<file path="src/rtl/tl_mon_pkg.sv">
// Shared opcode constants, error codes and beat arithmetic
// for the TileLink channel monitor.
package tl_mon_pkg;

    localparam logic [2:0] A_PUT_FULL    = 3'd0;
    localparam logic [2:0] A_PUT_PARTIAL = 3'd1;
    localparam logic [2:0] A_ARITH       = 3'd2;
    localparam logic [2:0] A_LOGIC       = 3'd3;
    localparam logic [2:0] A_GET         = 3'd4;

    localparam logic [2:0] D_ACK      = 3'd0;
    localparam logic [2:0] D_ACK_DATA = 3'd1;

    typedef enum logic [3:0] {
        ERR_NONE       = 4'd0,
        ERR_A_OPCODE   = 4'd1,
        ERR_A_SIZE     = 4'd2,
        ERR_A_UNSTABLE = 4'd3,
        ERR_A_BURST    = 4'd4,
        ERR_SRC_REUSE  = 4'd5,
        ERR_D_UNEXP    = 4'd6,
        ERR_D_OPCODE   = 4'd7,
        ERR_D_SIZE     = 4'd8,
        ERR_TIMEOUT    = 4'd9
    } err_e;

    function automatic int beats_of(input int size, input int beat_log2,
                                    input logic multi);
        if (multi && size > beat_log2) return 1 << (size - beat_log2);
        return 1;
    endfunction

endpackage

</file>
<file path="src/rtl/tl_beat_counter.sv">
// Beat position tracker for one TileLink channel; flags the
// first and last beat of the message currently presented.
module tl_beat_counter
    import tl_mon_pkg::*;
#(
    parameter int SIZE_BITS = 3,
    parameter int BEAT_LOG2 = 2,
    parameter bit IS_D      = 1'b0
) (
    input  logic                 clock,
    input  logic                 reset_n,
    input  logic                 fire_i,
    input  logic [2:0]           opcode_i,
    input  logic [SIZE_BITS-1:0] size_i,
    output logic                 first_o,
    output logic                 last_o
);
    localparam int CW = 1 << SIZE_BITS;

    logic [CW-1:0] cnt_q, cnt_d;
    logic          multi;
    logic [31:0]   last_idx;

    always_comb begin
        if (IS_D) multi = (opcode_i == D_ACK_DATA);
        else      multi = opcode_i inside {A_PUT_FULL, A_PUT_PARTIAL,
                                           A_ARITH, A_LOGIC};
        last_idx = 32'(beats_of(32'(size_i), BEAT_LOG2, multi) - 1);
        first_o  = (cnt_q == '0);
        last_o   = (cnt_q == last_idx[CW-1:0]);
        cnt_d    = cnt_q;
        if (fire_i) cnt_d = last_o ? '0 : cnt_q + CW'(1);
    end

    always_ff @(posedge clock or negedge reset_n) begin
        if (!reset_n) cnt_q <= '0;
        else          cnt_q <= cnt_d;
    end

endmodule

</file>
<file path="src/rtl/tl_channel_monitor.sv">
// TileLink-UL/UH A/D channel protocol checker. Purely observational;
// latches the first violation seen into a sticky error record.
module tl_channel_monitor
    import tl_mon_pkg::*;
#(
    parameter int SOURCE_BITS   = 4,
    parameter int SIZE_BITS     = 3,
    parameter int BEAT_LOG2     = 2,
    parameter int MAX_SIZE_LOG2 = 6,
    parameter int ATOMICS       = 0,
    parameter int TIMEOUT       = 1024
) (
    input  logic                   clock,
    input  logic                   reset_n,
    input  logic                   clear,
    input  logic                   a_valid,
    input  logic                   a_ready,
    input  logic [2:0]             a_opcode,
    input  logic [SIZE_BITS-1:0]   a_size,
    input  logic [SOURCE_BITS-1:0] a_source,
    input  logic                   d_valid,
    input  logic                   d_ready,
    input  logic [2:0]             d_opcode,
    input  logic [SIZE_BITS-1:0]   d_size,
    input  logic [SOURCE_BITS-1:0] d_source,
    output logic                   err_valid,
    output logic [3:0]             err_code,
    output logic [SOURCE_BITS-1:0] err_source,
    output logic [SOURCE_BITS:0]   inflight_count
);
    localparam int N   = 1 << SOURCE_BITS;
    localparam int WDW = (TIMEOUT > 0) ? $clog2(TIMEOUT + 1) : 1;
    localparam logic [WDW-1:0] WD_MAX  = WDW'(TIMEOUT);
    localparam logic [WDW-1:0] WD_LAST = WDW'(TIMEOUT - 1);
    localparam logic [31:0]    MAX_SZ  = 32'(MAX_SIZE_LOG2);

    logic a_fire, d_fire, a_first, a_last, d_first, d_last;

    logic                   a_stall_q;
    logic [2:0]             a_opc_q, b_opc_q;
    logic [SIZE_BITS-1:0]   a_size_q, b_size_q;
    logic [SOURCE_BITS-1:0] a_src_q, b_src_q;

    logic [N-1:0]                vld_q, vld_d, exp_q, exp_d;
    logic [N-1:0][SIZE_BITS-1:0] sz_q, sz_d;
    logic [SOURCE_BITS:0]        cnt_q, cnt_d;

    logic [WDW-1:0]         wd_q, wd_d;
    logic                   wd_run, tmo;
    logic [SOURCE_BITS-1:0] low_src;

    logic v_opc, v_size, v_unst, v_burst, v_reuse;
    logic v_unexp, v_dopc, v_dsize;

    logic                   viol;
    err_e                   code;
    logic [SOURCE_BITS-1:0] src;
    logic                   err_valid_q, err_valid_d;
    err_e                   err_code_q, err_code_d;
    logic [SOURCE_BITS-1:0] err_src_q, err_src_d;

    assign a_fire = a_valid & a_ready;
    assign d_fire = d_valid & d_ready;

    tl_beat_counter #(
        .SIZE_BITS(SIZE_BITS), .BEAT_LOG2(BEAT_LOG2), .IS_D(1'b0)
    ) u_a_beats (
        .clock(clock), .reset_n(reset_n), .fire_i(a_fire),
        .opcode_i(a_opcode), .size_i(a_size),
        .first_o(a_first), .last_o(a_last)
    );

    tl_beat_counter #(
        .SIZE_BITS(SIZE_BITS), .BEAT_LOG2(BEAT_LOG2), .IS_D(1'b1)
    ) u_d_beats (
        .clock(clock), .reset_n(reset_n), .fire_i(d_fire),
        .opcode_i(d_opcode), .size_i(d_size),
        .first_o(d_first), .last_o(d_last)
    );

    always_comb begin
        v_opc   = a_valid & ((a_opcode > A_GET) |
                  ((ATOMICS == 0) & (a_opcode inside {A_ARITH, A_LOGIC})));
        v_size  = a_valid & (32'(a_size) > MAX_SZ);
        v_unst  = a_stall_q & (~a_valid | (a_opcode != a_opc_q) |
                  (a_size != a_size_q) | (a_source != a_src_q));
        v_burst = a_valid & ~a_first & ((a_opcode != b_opc_q) |
                  (a_size != b_size_q) | (a_source != b_src_q));
        v_reuse = a_fire & a_first & vld_q[a_source];
        v_unexp = d_fire & d_first & ~vld_q[d_source];
        v_dopc  = d_fire & vld_q[d_source] &
                  (d_opcode != (exp_q[d_source] ? D_ACK_DATA : D_ACK));
        v_dsize = d_fire & vld_q[d_source] & (d_size != sz_q[d_source]);
    end

    always_comb begin
        low_src = '0;
        for (int i = N - 1; i >= 0; i--)
            if (vld_q[i]) low_src = SOURCE_BITS'(i);
        wd_run = (cnt_q != '0) & ~d_fire;
        tmo    = (TIMEOUT > 0) & wd_run & (wd_q == WD_LAST);
        wd_d   = '0;
        if (TIMEOUT > 0 && wd_run)
            wd_d = (wd_q == WD_MAX) ? wd_q : wd_q + WDW'(1);
    end

    // Release is applied before set so a same-source pair stays in flight.
    always_comb begin
        vld_d = vld_q;
        exp_d = exp_q;
        sz_d  = sz_q;
        if (d_fire & d_last) vld_d[d_source] = 1'b0;
        if (a_fire & a_last) begin
            vld_d[a_source] = 1'b1;
            exp_d[a_source] = a_opcode inside {A_GET, A_ARITH, A_LOGIC};
            sz_d[a_source]  = a_size;
        end
        cnt_d = '0;
        for (int i = 0; i < N; i++)
            cnt_d = cnt_d + (SOURCE_BITS+1)'(vld_d[i]);
    end

    always_comb begin
        viol = 1'b1;
        code = ERR_NONE;
        src  = '0;
        if (v_opc)        begin code = ERR_A_OPCODE;   src = a_source; end
        else if (v_size)  begin code = ERR_A_SIZE;     src = a_source; end
        else if (v_unst)  begin code = ERR_A_UNSTABLE; src = a_source; end
        else if (v_burst) begin code = ERR_A_BURST;    src = a_source; end
        else if (v_reuse) begin code = ERR_SRC_REUSE;  src = a_source; end
        else if (v_unexp) begin code = ERR_D_UNEXP;    src = d_source; end
        else if (v_dopc)  begin code = ERR_D_OPCODE;   src = d_source; end
        else if (v_dsize) begin code = ERR_D_SIZE;     src = d_source; end
        else if (tmo)     begin code = ERR_TIMEOUT;    src = low_src;  end
        else              viol = 1'b0;

        err_valid_d = err_valid_q;
        err_code_d  = err_code_q;
        err_src_d   = err_src_q;
        if (viol && (!err_valid_q || clear)) begin
            err_valid_d = 1'b1;
            err_code_d  = code;
            err_src_d   = src;
        end else if (clear) begin
            err_valid_d = 1'b0;
            err_code_d  = ERR_NONE;
            err_src_d   = '0;
        end
    end

    always_ff @(posedge clock or negedge reset_n) begin
        if (!reset_n) begin
            a_stall_q   <= 1'b0;
            a_opc_q     <= '0;
            a_size_q    <= '0;
            a_src_q     <= '0;
            b_opc_q     <= '0;
            b_size_q    <= '0;
            b_src_q     <= '0;
            vld_q       <= '0;
            exp_q       <= '0;
            sz_q        <= '0;
            cnt_q       <= '0;
            wd_q        <= '0;
            err_valid_q <= 1'b0;
            err_code_q  <= ERR_NONE;
            err_src_q   <= '0;
        end else begin
            a_stall_q <= a_valid & ~a_ready;
            a_opc_q   <= a_opcode;
            a_size_q  <= a_size;
            a_src_q   <= a_source;
            if (a_fire & a_first) begin
                b_opc_q  <= a_opcode;
                b_size_q <= a_size;
                b_src_q  <= a_source;
            end
            vld_q       <= vld_d;
            exp_q       <= exp_d;
            sz_q        <= sz_d;
            cnt_q       <= cnt_d;
            wd_q        <= wd_d;
            err_valid_q <= err_valid_d;
            err_code_q  <= err_code_d;
            err_src_q   <= err_src_d;
        end
    end

    assign err_valid      = err_valid_q;
    assign err_code       = err_code_q;
    assign err_source     = err_src_q;
    assign inflight_count = cnt_q;

endmodule

</file>
<file path="config.mk">
export PLATFORM = sky130hd
export DESIGN_NAME = tl_channel_monitor
export DESIGN_NICKNAME = d
export VERILOG_FILES = /design/src/rtl/tl_mon_pkg.sv /design/src/rtl/tl_beat_counter.sv /design/src/rtl/tl_channel_monitor.sv
export SDC_FILE = /design/constraint.sdc
export NUM_CORES = 1
export LEC_CHECK = 0
export CAP_MARGIN = 40
export CORE_ASPECT_RATIO = 0.6
export CORE_MARGIN = 4
export CORE_UTILIZATION = 50
export DETAILED_ROUTE_END_ITERATION = 10
export GPL_TIMING_DRIVEN = 0
export HOLD_SLACK_MARGIN = 0.1
export PLACE_DENSITY = 0.76
export SETUP_SLACK_MARGIN = 0.5
export SYNTH_ARGS = -nofsm -noshare
export SYNTH_HDL_FRONTEND = slang
export SYNTH_SLANG_ARGS = --single-unit
</file>
<file path="constraint.sdc">
create_clock -name clock -period 15 [get_ports clock]
set_clock_uncertainty 0.05 [all_clocks]
set_input_delay 3 -clock clock [delete_from_list [all_inputs] [get_ports clock]]
set_output_delay 3 -clock clock [all_outputs]
set_load 0.005 [all_outputs]
</file>
# After elaboration in Yosys (flattened, before gate mapping)
# Index checks and enable logic that the tools add are counted.
[classes]
addsub = 22
order_cmp = 8
n_eq_ne = 18
n_shift = 2
mux = 77
bitwise_logic = 33
n_reduce_logical = 15
[op_table]
columns = ["op", "n"]
rows = [
  ["two-way mux 4 bit", 37],
  ["left shift 1 x 32 -> 8 bit (first input constant)", 2],
  ["adder 5 x 1 -> 5 bit", 11],
  ["bitwise mux 48 bit", 1],
  ["two-way mux 8 bit", 6],
  ["two-way mux 16 bit", 2],
  ["two-way mux 11 bit", 2],
  ["AND 1 bit", 19],
  ["two-way mux 1 bit", 19],
  ["adder 8 x 1 -> 8 bit (second input constant)", 2],
  ["AND 16 bit", 1],
  ["bitwise mux 16 bit", 1],
  ["== test 8 bit", 2],
  ["zero test 8 bit", 2],
  ["NOT 16 bit", 1],
  ["bitwise OR 16 bit", 1],
  ["subtractor 8 x 2 -> 8 bit (second input constant)", 2],
  ["!= test 3 bit", 5],
  ["binary-select mux 1 bit (select 4 bit)", 3],
  ["binary-select mux 3 bit (select 4 bit)", 1],
  ["demux 3 bit (select 4 bit)", 1],
  ["adder 11 x 1 -> 11 bit (second input constant)", 1],
  ["== test 11 x 10 -> 1 bit (second input constant)", 1],
  ["== test 11 bit (second input constant)", 1],
  ["other kinds (27)", 51],
]
[word_totals]
regBits = 142
inputBits = 27
out_inout_bits = 14
wordCells = 207

# Longest topological paths before layout
# Gate-level depths: netlist of the first run.
[depth]
ltp_word = 26
depth_mapped = 28
ltp_nobuf = 26

# Hierarchy
# A second synthesis of the first run with hierarchy kept.
[hier_totals]
cells_unflattened = 781
hier_area_um2 = 8395.6
[modules_own_cells]
columns = ["mod", "n_inst", "cells_each", "area_per_inst_um2", "seq_area_each_um2"]
rows = [
  ["tl_channel_monitor", 1, 604, 6855.3, 3153.0],
  ["tl_beat_counter at u_a_beats", 1, 94, 810.8, 200.2],
  ["tl_beat_counter at u_d_beats", 1, 83, 729.4, 200.2],
]

# Worst setup path after synthesis of the first run
# OpenSTA, ideal clock, no wires.
[synth_path]
path_type = "input-to-reg"
startpoint = "input port d_size[1]"
endpoint = "register cnt_q[4], in the netlist inflight_count[4]"
arrival_ns = 9.926
path_slack_ns = 4.959
path_stages = 26
n_path_buf = 2
cell_sequence = "clkbuf_1 > clkinv_1 > ha_1 > or4b_1 > buf_2 > or4_1 > ha_1 > xnor2_1 > xnor2_1 > or4_4 > a2111oi_4 > or4b_4 > o31a_1 > nor2_1 > fa_1 > inv_1 > fa_1 > fa_1 > inv_1 > fa_1 > inv_1 > ha_1 > inv_1 > fa_1 > nor2b_1 > o21a_1"
[synth_via]
elab_chain_cells = 25
[synth_lines]
columns = ["item", "line_no", "source"]
rows = [
  ["from (decl)", "tl_channel_monitor.sv:24", "input logic [SIZE_BITS-1:0] d_size,"],
  ["subtractor 3 x 2 -> 4 bit / > comparator 3 x 2 -> 1 bit (equally long branches)", "tl_mon_pkg.sv:29", "if (multi && size > beat_log2) return 1 << (size - beat_log2);"],
  ["left shift 1 x 32 -> 8 bit / logical AND 1 bit (equally long branches)", "tl_mon_pkg.sv:29", ""],
  ["two-way mux 8 bit / two-way mux 1 bit (equally long branches)", "tl_mon_pkg.sv:29", ""],
  ["two-way mux 8 bit *", "tl_mon_pkg.sv:30", "return 1;"],
  ["subtractor 8 x 2 -> 8 bit *", "tl_beat_counter.sv:28", "last_idx = 32'(beats_of(32'(size_i), BEAT_LOG2, multi) - 1);"],
  ["== test 8 bit *", "tl_beat_counter.sv:30", "last_o = (cnt_q == last_idx[CW-1:0]);"],
  ["AND 1 bit *", "tl_channel_monitor.sv:112", "if (d_fire & d_last) vld_d[d_source] = 1'b0;"],
  ["two-way mux 16 bit *", "tl_channel_monitor.sv:112", ""],
  ["bitwise OR 16 bit (no source line)", "--", ""],
  ["two-way mux 16 bit *", "tl_channel_monitor.sv:113", "if (a_fire & a_last) begin"],
  ["adder 1 x 1 -> 2 bit", "tl_channel_monitor.sv:120", "cnt_d = cnt_d + (SOURCE_BITS+1)'(vld_d[i]);"],
  ["adder 2 x 1 -> 3 bit", "tl_channel_monitor.sv:120", ""],
  ["adder 3 x 1 -> 4 bit", "tl_channel_monitor.sv:120", ""],
  ["adder 4 x 1 -> 5 bit", "tl_channel_monitor.sv:120", ""],
  ["adder 5 x 1 -> 5 bit (10 in series)", "tl_channel_monitor.sv:120", ""],
  ["adder 5 x 1 -> 5 bit *", "tl_channel_monitor.sv:120", ""],
  ["via cnt_d[4]", "tl_channel_monitor.sv:46", "logic [SOURCE_BITS:0] cnt_q, cnt_d;"],
  ["to (signal assigned)", "tl_channel_monitor.sv:182", "cnt_q <= cnt_d;"],
  ["to (decl)", "tl_channel_monitor.sv:46", ""],
]
# The timed path passes the listed nets; every way through them passes the cells marked *.
# A chain may end at the register's enable or synchronous reset.

# Final worst setup path of the first run
[layout_path]
startpoint = "input port a_size[1]"
endpoint = "register cnt_q[4], in the netlist inflight_count[4]"
[layout_lines]
columns = ["item", "line_no", "source"]
rows = [
  ["from (decl)", "tl_channel_monitor.sv:19", "input logic [SIZE_BITS-1:0] a_size,"],
  ["subtractor 3 x 2 -> 4 bit / > comparator 3 x 2 -> 1 bit (equally long branches)", "tl_mon_pkg.sv:29", ""],
  ["left shift 1 x 32 -> 8 bit / logical AND 1 bit (equally long branches)", "tl_mon_pkg.sv:29", ""],
  ["two-way mux 8 bit / two-way mux 1 bit (equally long branches)", "tl_mon_pkg.sv:29", ""],
  ["two-way mux 8 bit *", "tl_mon_pkg.sv:30", ""],
  ["subtractor 8 x 2 -> 8 bit *", "tl_beat_counter.sv:28", ""],
  ["== test 8 bit *", "tl_beat_counter.sv:30", ""],
  ["AND 1 bit *", "tl_channel_monitor.sv:113", ""],
  ["two-way mux 16 bit *", "tl_channel_monitor.sv:113", ""],
  ["via vld_d[9]", "tl_channel_monitor.sv:44", "logic [N-1:0] vld_q, vld_d, exp_q, exp_d;"],
  ["adder 5 x 1 -> 5 bit * (7 in series)", "tl_channel_monitor.sv:120", ""],
  ["via cnt_d[4]", "tl_channel_monitor.sv:46", ""],
]
# Marked as above.

==> qor.log, run 1 <==
[outcome] run status finished clean
[cts] number of buffers added by the clock tree synthesis step 17
[critical_path] end of the worst register-to-register path inflight_count[4]$_DFF_PN0_
[critical_path] number of cells on the worst reg-to-reg path 19
[route] count of vias placed by the detailed router 6244
[worst_hold_path] Worst Hold End sz_q[47]$_DFFE_PN0P_
[timing] final hold violations 0
[finish] commonest cells after routing, fill and taps aside 142 x sky130_fd_sc_hd__dfrtp_1, 77 x sky130_fd_sc_hd__mux2_2, 50 x sky130_fd_sc_hd__nand2_1
[worst_hold_path] launch instance of the worst min-delay path sz_q[47]$_DFFE_PN0P_
[global_routing] first-pass GRT wire length 33600 um
[power_and_ir_drop] Design Power 1020 uW
[route] final routed wirelength across all metal layers 21000 um
[die] horizontal die dimension 173 um
[finish] share of final-layout standard cells stronger than drive strength 1 18.8%
[timing] final slew viol count 0
[logic_synthesis] sequential share of the synthesized area 43.3%
[timing] share of the cycle needed by the critical path after routing 75.0%
[die] Boundary Pins 41
[timing] unrepaired setup endpoints after global routing no
[cts] CTS H-Tree Depth 4
[cts] CTS Buffer Depth 2
[timing] Rel. slew slack 35.3%
[route] iteration-0 DRC count of the detailed router 748
[placed_design] # port buffers 36
[global_routing] via count of the first global-routing pass 6076
[power_and_ir_drop] maximum ir drop on the vdd rail 0.0000512 V
[timing] minimum clock period after layout 11.24 ns
[cts] clock edge transition at the registers on the reported setup and hold paths 0.07 ns
[worst_hold_path] worst min path class register to register
[cts] hold buffers post-CTS 0
[logic_synthesis] Unique masters post-synth 65
[placed_design] worst setup slack after placement 3.55 ns
[die] die area 18600 um^2
[logic_synthesis] syn nets 800
[critical_path] Critical Path Max Stage Delay 0.56 ns
[critical_path] CP max FO 10
[die] # rows 35
[timing] worst hold slack 0.454 ns
[global_routing] number of antenna violations at the first check in global routing 0
[finish] share of the core filled with cells in the final layout 60.2%
[critical_path] Critical Path Slowest Stage Cell sky130_fd_sc_hd__clkdlybuf4s50_1
[critical_path] element type at the critical path start primary input
[cts] Root Buffer sky130_fd_sc_hd__clkbuf_16
[route] antenna viol nets, final 0
[timing] Post-Route Setup TNS 0 ns
[timing] post-route worst setup slack 3.76 ns
[finish] area overhead of the layout relative to synthesis 15.3%
[logic_synthesis] most common flop cell mapped by yosys sky130_fd_sc_hd__dfrtp_1
[timing] timing-limited maximum frequency 88.9 MHz
[placed_design] final HPWL from detailed placement 15000 um
[critical_path] endpoint class of the critical path register
[cts] Clk Latency, worst-skew pair 0.42 ns
[finish] # nets final 861
[critical_path] startpoint of the worst-slack reg-to-reg timing path u_d_beats.cnt_q[2]$_DFFE_PN0P_
[logic_synthesis] Synth Instances 746
[power_and_ir_drop] Power Density 108 nW/um^2
[finish] ant diodes 0
[route] routed wire length per instance 20.5 um
[cts] clock tree from TritonCTS yes
[critical_path] required time worst endpoint 15.31 ns
[die] placeable core region 15700 um^2
[route] number of search-and-repair iterations in the first detailed-routing pass 6
[power_and_ir_drop] static leakage 0.00426 uW
[route] DR vias/cell 6.10
[die] floorplan die height 107 um
[die] starting utilization of the core area 52.2%
[timing] setup violators final 0
[global_routing] total routing usage reported by global routing 23.3%
[critical_path] kind of critical path primary input to register
[logic_synthesis] number of warning messages in the yosys log 0
[critical_path] crit path DAT 11.55 ns
[logic_synthesis] FFs w/ async S/R, synth 100%
[cts] number of cells upsized or downsized after cts 0
[critical_path] setup slack, reg-to-reg 8.85 ns
[cts] post-CTS setup buffers 0
[worst_hold_path] depth of the worst hold-timing path 1
[timing] transition time at the pin with the least slew margin 0.961 ns
[logic_synthesis] number of flops mapped to enable cells by yosys 0
[logic_synthesis] average cell area after synthesis 11.0 um^2
[global_routing] overflow left after global routing 0
[route] post-route DRC violation count 0
[finish] most common cell after layout, fill and taps aside sky130_fd_sc_hd__dfrtp_1
[logic_synthesis] Synth Register Bits 142
[global_routing] maximum number of pins on one net before global-route repair 81
[logic_synthesis] Cell Area, Synth 8200 um^2
[placed_design] routability cong. 0.930
[cts] Sink Count 142
[run] Maximum Capacitance Violations 0
-- worst max path at each step --
stage                    from                          end  slack, ns
floorplan           d_size[1]  inflight_count[4]$_DFF_PN0_       4.96
global placement    a_size[1]  inflight_count[4]$_DFF_PN0_       3.34
detailed placement  a_size[1]  inflight_count[4]$_DFF_PN0_       3.55
CTS                 a_size[1]  inflight_count[4]$_DFF_PN0_       3.93
global route        a_size[1]  inflight_count[4]$_DFF_PN0_       3.19
finish              a_size[1]  inflight_count[4]$_DFF_PN0_       3.76
-- critical path: cells and delay by family --
family          cells  cell delay, ns
compound gates      2            0.48
xor+xnor            1            0.18
fa+ha+maj           8            3.26
buf+inv            10            2.54
mux                 1            0.10
simple gates        7            1.98
-- metal layers --
layer	vias to the layer above	wire [um]	track usage [%]
met5	-	0	1.39
met4	0	353	6.43
met3	39	2290	8.03
met2	309	8470	32.2
met1	3099	9860	34.6
li1	2797	-	-
-- state kept, by name (all words and copies together) (netlist names) --
| signal | flops |
|---|---|
| inflight_count | 5 |
| b_src_q | 4 |
| b_size_q | 3 |
| vld_q | 16 |
| wd_q | 11 |
| a_opc_q | 3 |
| a_size_q | 3 |
| a_stall_q | 1 |
| u_a_beats.cnt_q | 8 |
| u_d_beats.cnt_q | 8 |
| err_source | 4 |
| err_code | 4 |
| exp_q | 16 |
| b_opc_q | 3 |
| err_valid | 1 |
| a_src_q | 4 |
| sz_q | 48 |
-- final cells by class --
type	count	area [um^2]
buffer	40	154
clock buffer	17	425
clock inverter	15	150
fill	1263	6260
inverter	36	135
multi-input combinational	528	4360
sequential	142	3550
tap	203	254
timing repair buffer	42	424
-- kinds of logic after synthesis --
kind of cell	after synthesis	synth area share, %
AO/OA/AOI/OAI	97	8.15
XOR/XNOR	55	5.87
adder cells (fa/ha/maj)	27	5.03
buffers and inverters	76	3.52
flip-flops	142	43.3
multiplexers	117	19.4
AND/OR/NAND/NOR	232	14.7
-- power breakdown --
part	leakage, uW	internal [uW]	switching (uW)
combinational	0.00206	73.2	92.3
sequential	0.00192	407	25.7
clock	0.000282	235	185
-- per-stage QoR --
stage,cell area (um^2),instances
finish,9460,1023
global route,9460,1023
CTS,9450,1022
detailed placement,8870,990
global placement,8820,985
floorplan,8200,746
-- Yosys cell counts (all sizes together), types with 4 or more instances --
library cell | n | area [um^2]
mux4 | 26 | 586
inv | 34 | 128
nand4 | 11 | 68.8
mux2i | 14 | 140
xor2 | 13 | 114
nor4b | 4 | 35.0
ha | 17 | 213
nor4 | 11 | 75.1
nand2 | 50 | 188
a2111oi | 4 | 53.8
nor3b | 4 | 30.0
nor2b | 11 | 68.8
and3 | 6 | 37.5
o21a | 5 | 37.5
a21oi | 15 | 75.1
nand3 | 35 | 175
mux2 | 77 | 867
nand3b | 4 | 30.0
nor3 | 10 | 50.1
or2 | 8 | 50.0
clkbuf | 33 | 124
buf | 7 | 30.0
dfrtp | 142 | 3550
fa | 10 | 200
or4 | 5 | 41.3
and2 | 8 | 50.1
o21ai | 33 | 165
xnor2 | 42 | 368
nor2 | 47 | 176
nand2b | 10 | 62.6
or3 | 4 | 25.0
Note: power is estimated with default switching activity, not from simulation.
==> run 2: changes to the inputs <==
==> constraint.sdc (replaced) <==
create_clock -name clock -period 11.1 [get_ports clock]
set_clock_uncertainty 0.05 [all_clocks]
set_input_delay 2.22 -clock clock [delete_from_list [all_inputs] [get_ports clock]]
set_output_delay 2.22 -clock clock [all_outputs]
set_load 0.005 [all_outputs]
==> run 2 against run 1 <==
Effect of this change: die area did not move; clock-buffer cell count did not move; setup slack got worse by 2.7 ns.
==> qor.log, run 2 (synthesis results as in run 1) <==
[timing] share of the cycle needed by the critical path after routing 90.1%
[power_and_ir_drop] maximum ir drop on the vdd rail 0.0000693 V [was 0.0000512 V]
[timing] setup violators final 0 [unchanged]
[critical_path] Critical Path Slowest Stage Cell sky130_fd_sc_hd__clkdlybuf4s50_1 [unchanged]
[critical_path] required time worst endpoint 11.41 ns [was 15.31 ns]
[cts] clock tree from TritonCTS yes [unchanged]
[timing] Rel. slew slack 48.3% [was 35.3%]
[power_and_ir_drop] Power Density 145 nW/um^2 [was 108 nW/um^2]
[route] count of vias placed by the detailed router 6248 [was 6244]
[critical_path] setup slack, reg-to-reg 4.99 ns [was 8.85 ns]
[critical_path] endpoint class of the critical path register [unchanged]
[critical_path] CP max FO 10 [unchanged]
[worst_hold_path] worst min path class register to register [unchanged]
[cts] Clk Latency, worst-skew pair 0.42 ns [about the same]
[timing] post-route worst setup slack 1.09 ns [was 3.76 ns]
[route] routed wire length per instance 20.4 um [was 20.5 um]
[finish] share of final-layout standard cells stronger than drive strength 1 19.4% [was 18.8%]
[global_routing] via count of the first global-routing pass 6076 [unchanged]
[global_routing] first-pass GRT wire length 33600 um [unchanged]
[timing] final slew viol count 0 [unchanged]
[power_and_ir_drop] static leakage 0.00426 uW [about the same]
[finish] commonest cells after routing, fill and taps aside 142 x sky130_fd_sc_hd__dfrtp_1, 77 x sky130_fd_sc_hd__mux2_2, 50 x sky130_fd_sc_hd__nand2_1 [unchanged]
[critical_path] number of buffers and inverters on the critical path 10 [unchanged]
[global_routing] total routing usage reported by global routing 23.3% [unchanged]
[worst_hold_path] depth of the worst hold-timing path 1 [unchanged]
[critical_path] kind of critical path primary input to register [unchanged]
[critical_path] critical path's most frequent cell sky130_fd_sc_hd__inv_1
[cts] CTS H-Tree Depth 4 [unchanged]
[critical_path] kind of cell with the highest combined delay on the critical path adder cells [unchanged]
[worst_hold_path] Worst Hold End sz_q[47]$_DFFE_PN0P_ [unchanged]
[die] horizontal die dimension 173 um [unchanged]
[route] iteration-0 DRC count of the detailed router 765 [was 748]
[critical_path] end of the worst register-to-register path inflight_count[4]$_DFF_PN0_ [unchanged]
[cts] post-CTS setup buffers 0 [unchanged]
[finish] FILL cells 1260 [was 1263]
[timing] final hold violations 0 [unchanged]
[route] final routed wirelength across all metal layers 20900 um [was 21000 um]
[die] # rows 35 [unchanged]
[finish] register bank with the most flops sz_q [unchanged]
[route] number of search-and-repair iterations in the first detailed-routing pass 6 [unchanged]
[finish] # nets final 861 [unchanged]
[route] DR vias/cell 6.11 [was 6.10]
[critical_path] element type at the critical path start primary input [unchanged]
[critical_path] number of cells on the worst reg-to-reg path 19 [unchanged]
[critical_path] crit path DAT 10.31 ns [was 11.55 ns]
[finish] share of the core filled with cells in the final layout 60.3% [was 60.2%]
[die] die area 18600 um^2 [unchanged]
[finish] ant diodes 0 [unchanged]
[finish] Design Area, Final 9480 um^2 [was 9460 um^2]
[placed_design] final HPWL from detailed placement 15000 um [unchanged]
[finish] number of flip-flops in the largest register 48 [unchanged]
[timing] unrepaired setup endpoints after global routing no [unchanged]
[cts] CTS Buffer Depth 2 [unchanged]
[route] post-route DRC violation count 0 [unchanged]
[die] placeable core region 15700 um^2 [unchanged]
[finish] area occupied by multi-input gates 4380 um^2 [was 4360 um^2]
[placed_design] routability cong. 0.930 [unchanged]
[finish] most common cell after layout, fill and taps aside sky130_fd_sc_hd__dfrtp_1 [unchanged]
[cts] Root Buffer sky130_fd_sc_hd__clkbuf_16 [unchanged]
[finish] top flop regs sz_q x48, exp_q x16, vld_q x16 [unchanged]
[finish] area overhead of the layout relative to synthesis 15.5% [was 15.3%]
[placed_design] worst setup slack after placement 0.427 ns [was 3.55 ns]
[cts] hold buffers post-CTS 0 [unchanged]
[critical_path] Critical Path Max Stage Delay 0.56 ns [about the same]
[timing] timing-limited maximum frequency 99.9 MHz
[critical_path] startpoint of the worst-slack reg-to-reg timing path u_d_beats.cnt_q[2]$_DFFE_PN0P_ [unchanged]
[die] Boundary Pins 41 [unchanged]
[cts] Sink Count 142 [unchanged]
[cts] number of buffers added by the clock tree synthesis step 17 [unchanged]
[die] starting utilization of the core area 52.2% [unchanged]
[placed_design] placed standard-cell area 8870 um^2 [unchanged]
[global_routing] maximum number of pins on one net before global-route repair 81 [unchanged]
[global_routing] number of antenna violations at the first check in global routing 0 [unchanged]
[outcome] run status finished clean [unchanged]
[timing] Post-Route Setup TNS 0 ns [unchanged]
[timing] minimum clock period after layout 10.01 ns
[cts] clock edge transition at the registers on the reported setup and hold paths 0.07 ns [about the same]
[worst_hold_path] launch instance of the worst min-delay path sz_q[47]$_DFFE_PN0P_ [unchanged]
[die] floorplan die height 107 um [unchanged]
[timing] transition time at the pin with the least slew margin 0.776 ns [was 0.961 ns]
[placed_design] # port buffers 36 [unchanged]
[global_routing] overflow left after global routing 0 [unchanged]
[finish] register area 3550 um^2 [unchanged]
[route] antenna viol nets, final 0 [unchanged]
[run] Maximum Capacitance Violations 0 [unchanged]
run 2: cell counts in the layout (fill, tap and decap cells not counted):
No cell type changed its count.
run 2: metal layers:
metal,global-route usage [%],vias up,share of wire [%]
met5,1.39,-,0
met4,6.43,0,1.9
met3,8.03,41,11
met2,32.2,297,40
met1,34.6,3105,47
li1,-,2805,-
run 2: power by group:
| part | total [uW] | internal (uW) | switching (uW) |
|---|---|---|---|
| combinational | 224 | 99.0 | 125 |
| clock | 566 | 317 | 249 |
| sequential | 585 | 550 | 34.8 |
run 2: repair_timing:
item                                   in CTS  in global routing
setup endpoints to repair                   0                  4
endpoints found under the hold margin       0                  0
gates resized for setup                     0                  7
run 2: worst reg2reg max path, cell delays in order (launching register included):
cell,delay [ns]
sky130_fd_sc_hd__dfrtp_1,0.45
sky130_fd_sc_hd__xnor2_1,0.21
sky130_fd_sc_hd__xnor2_1,0.10
sky130_fd_sc_hd__or4_4,0.53
sky130_fd_sc_hd__a2111oi_4,0.67
sky130_fd_sc_hd__or4b_4,0.59
sky130_fd_sc_hd__o31a_1,0.26
sky130_fd_sc_hd__nor2_1,0.18
sky130_fd_sc_hd__fa_1,0.45
sky130_fd_sc_hd__inv_1,0.10
sky130_fd_sc_hd__fa_1,0.42
sky130_fd_sc_hd__fa_1,0.56
sky130_fd_sc_hd__inv_1,0.06
sky130_fd_sc_hd__fa_1,0.47
sky130_fd_sc_hd__inv_1,0.08
sky130_fd_sc_hd__ha_1,0.17
sky130_fd_sc_hd__inv_1,0.05
sky130_fd_sc_hd__fa_1,0.39
sky130_fd_sc_hd__nor2b_1,0.13
sky130_fd_sc_hd__o21a_1,0.12
run 2: layout make-up:
| type | count | share of cell area [%] |
|---|---|---|
| clock buffer | 17 | 4.49 |
| buffer | 40 | 1.65 |
| multi-input combinational | 528 | 46.2 |
| tap | 203 | 2.68 |
| timing repair buffer | 42 | 4.48 |
| inverter | 36 | 1.43 |
| sequential | 142 | 37.5 |
| clock inverter | 15 | 1.58 |
run 2: how the worst max path moves through the flow:
stage	start	endpoint	slack, ns	cells after the start
final	a_size[1]	inflight_count[4]$_DFF_PN0_	1.09	29
after floorplan	d_size[1]	inflight_count[4]$_DFF_PN0_	1.84	26
after global placement	a_size[1]	inflight_count[4]$_DFF_PN0_	0.22	28
after global routing	a_size[1]	inflight_count[4]$_DFF_PN0_	0.52	29
after detailed placement	a_size[1]	inflight_count[4]$_DFF_PN0_	0.43	29
after CTS	a_size[1]	inflight_count[4]$_DFF_PN0_	0.81	29
run 2: per-stage QoR:
| stage | power, uW | cells | hold WS (ns) |
|---|---|---|---|
| 6_report | 1370 | 1023 | 0.454 |
| 5_1_grt | 1430 | 1023 | 0.461 |
| 4_1_cts | 1380 | 1022 | 0.454 |
| 3_5_place_dp | 813 | 990 | 0.438 |
| 3_3_place_gp | 808 | 985 | 0.432 |
| 2_1_floorplan | 737 | 746 | 0.420 |
==> RTL change 1, RTL diff (config.mk and constraints of run 2) <==
`IS_D`: 1'b1 -> 1'b0.
--- a/src/rtl/tl_channel_monitor.sv
+++ b/src/rtl/tl_channel_monitor.sv
@@ -71,7 +71,7 @@
     );
 
     tl_beat_counter #(
-        .SIZE_BITS(SIZE_BITS), .BEAT_LOG2(BEAT_LOG2), .IS_D(1'b1)
+        .SIZE_BITS(SIZE_BITS), .BEAT_LOG2(BEAT_LOG2), .IS_D(1'b0)
     ) u_d_beats (
         .clock(clock), .reset_n(reset_n), .fire_i(d_fire),
         .opcode_i(d_opcode), .size_i(d_size),
Behaviour: not the same (a bounded check fails within 4 cycles, from zero or initial values and one cycle with reset_n low).
==> RTL change 1 against run 2 <==
Register-to-register slack lost 0.07 ns. Cell area grew 1.4%. Area after synthesis grew 1.3%. Sequential power grew 1%. Power grew 6.0%. Critical path type unchanged. Worst setup slack gained 0.29 ns. Sequential cell count is the same. Wire length shrank 1.5%. Fmax grew 3.0%. Non-clock buffer count grew 1.
==> RTL change 1: results (changes against run 2) <==
Run status:
- The flow ran to the end, and the final reports show no timing, DRC or antenna violations.

Power:
- The power drawn by the clock network came to 615 uW (+8.7%).
- The maximum ir drop on the vdd rail was 107 uV (+54%).
- The static leakage is 0.00435 uW (+1.9%).

Synthesis:
- The parity-gate share of the synthesized area counting xor and xnor cells is 5.27% (-0.60 points).
- The portion of the post-synthesis area used by sequential elements is 42.8% (-0.55 points).
- The multiplexer share of the synthesized area is 19.4% (-0.020 points).
- The number of distinct library cells after synthesis is 62 (-4.6%).
- The post-synth net total is 810 (+1.3%).

Final layout:
- The number of inserted filler cells in the final layout is 1,330 (+5.6%).
- The final core utilization was 59.1% (-1.2 points).
- The count of non-CTS inverters in the layout is 33 (-8.3%).
- The non-clock buffer contribution to total cell area is 6.28% (+0.15 points).
- The number of nets in the final layout was 866 (+0.58%).
- The fraction of area in clock buffers and inverters is 6.49% (+0.41 points).

Global route:
- The global-route track usage on met1 is 35.1% (+0.52 points).
- The global-route track usage on met3 came to 6.46% (-1.6 points).
- The pin count of the biggest net entering global routing is 83 (+2.5%).
- The global routing usage summed across all routing layers is 22.8% (-0.46 points).
- The met2 usage in global routing is 31.3% (-0.92 points).

Detailed routing:
- The average via count per standard cell is 5.87 (-3.8%).
- The first-iteration detailed-routing DRC count came to 519 (-32%).
- The wire length on met1 was 10,000 um (+2.0%).
- The iteration count of the initial detailed-routing pass is 5 (-1).
- The detailed route wirelength on metal3 is 1740 um (-22%).

Placement:
- The worst setup slack before clock tree synthesis is 1.04 ns (+0.612 ns).
- The number of placed instances, taps included is 1,021 (+3.1%).
- The placement-stage cell area is 8980 um2 (+1.3%).

STA:
- The relative max-transition margin came to 36.0% (-12 points).

Worst setup path:
- The cell type of the slowest stage on the worst timing path is sky130_fd_sc_hd__fa_1.
[RTL change 1: cell count changes in the layout (fill, tap and decap cells not counted), moves of 6 or more]
cell,delta
sky130_fd_sc_hd__xor2_1,+11
sky130_fd_sc_hd__or3_1,+6
sky130_fd_sc_hd__o21ai_0,+10
sky130_fd_sc_hd__a21oi_1,+8
sky130_fd_sc_hd__xnor2_1,-16
sky130_fd_sc_hd__nand3_1,-6
[RTL change 1: final timing paths]
path / from / to / slack, ns / depth (start not counted)
setup / recovery: a_size[2] / inflight_count[4] / 1.38 / 30
hold reg to reg: sz_q[38] / sz_q[38] / 0.45 / 1
setup reg to reg: u_a_beats.cnt_q[4] / inflight_count[4] / 4.92 / 22
max in group asynchronous: reset_n / sz_q[1] / 8.47 / 2
hold / removal: sz_q[38] / sz_q[38] / 0.45 / 1
min in group asynchronous: reset_n / wd_q[6] / 1.72 / 1
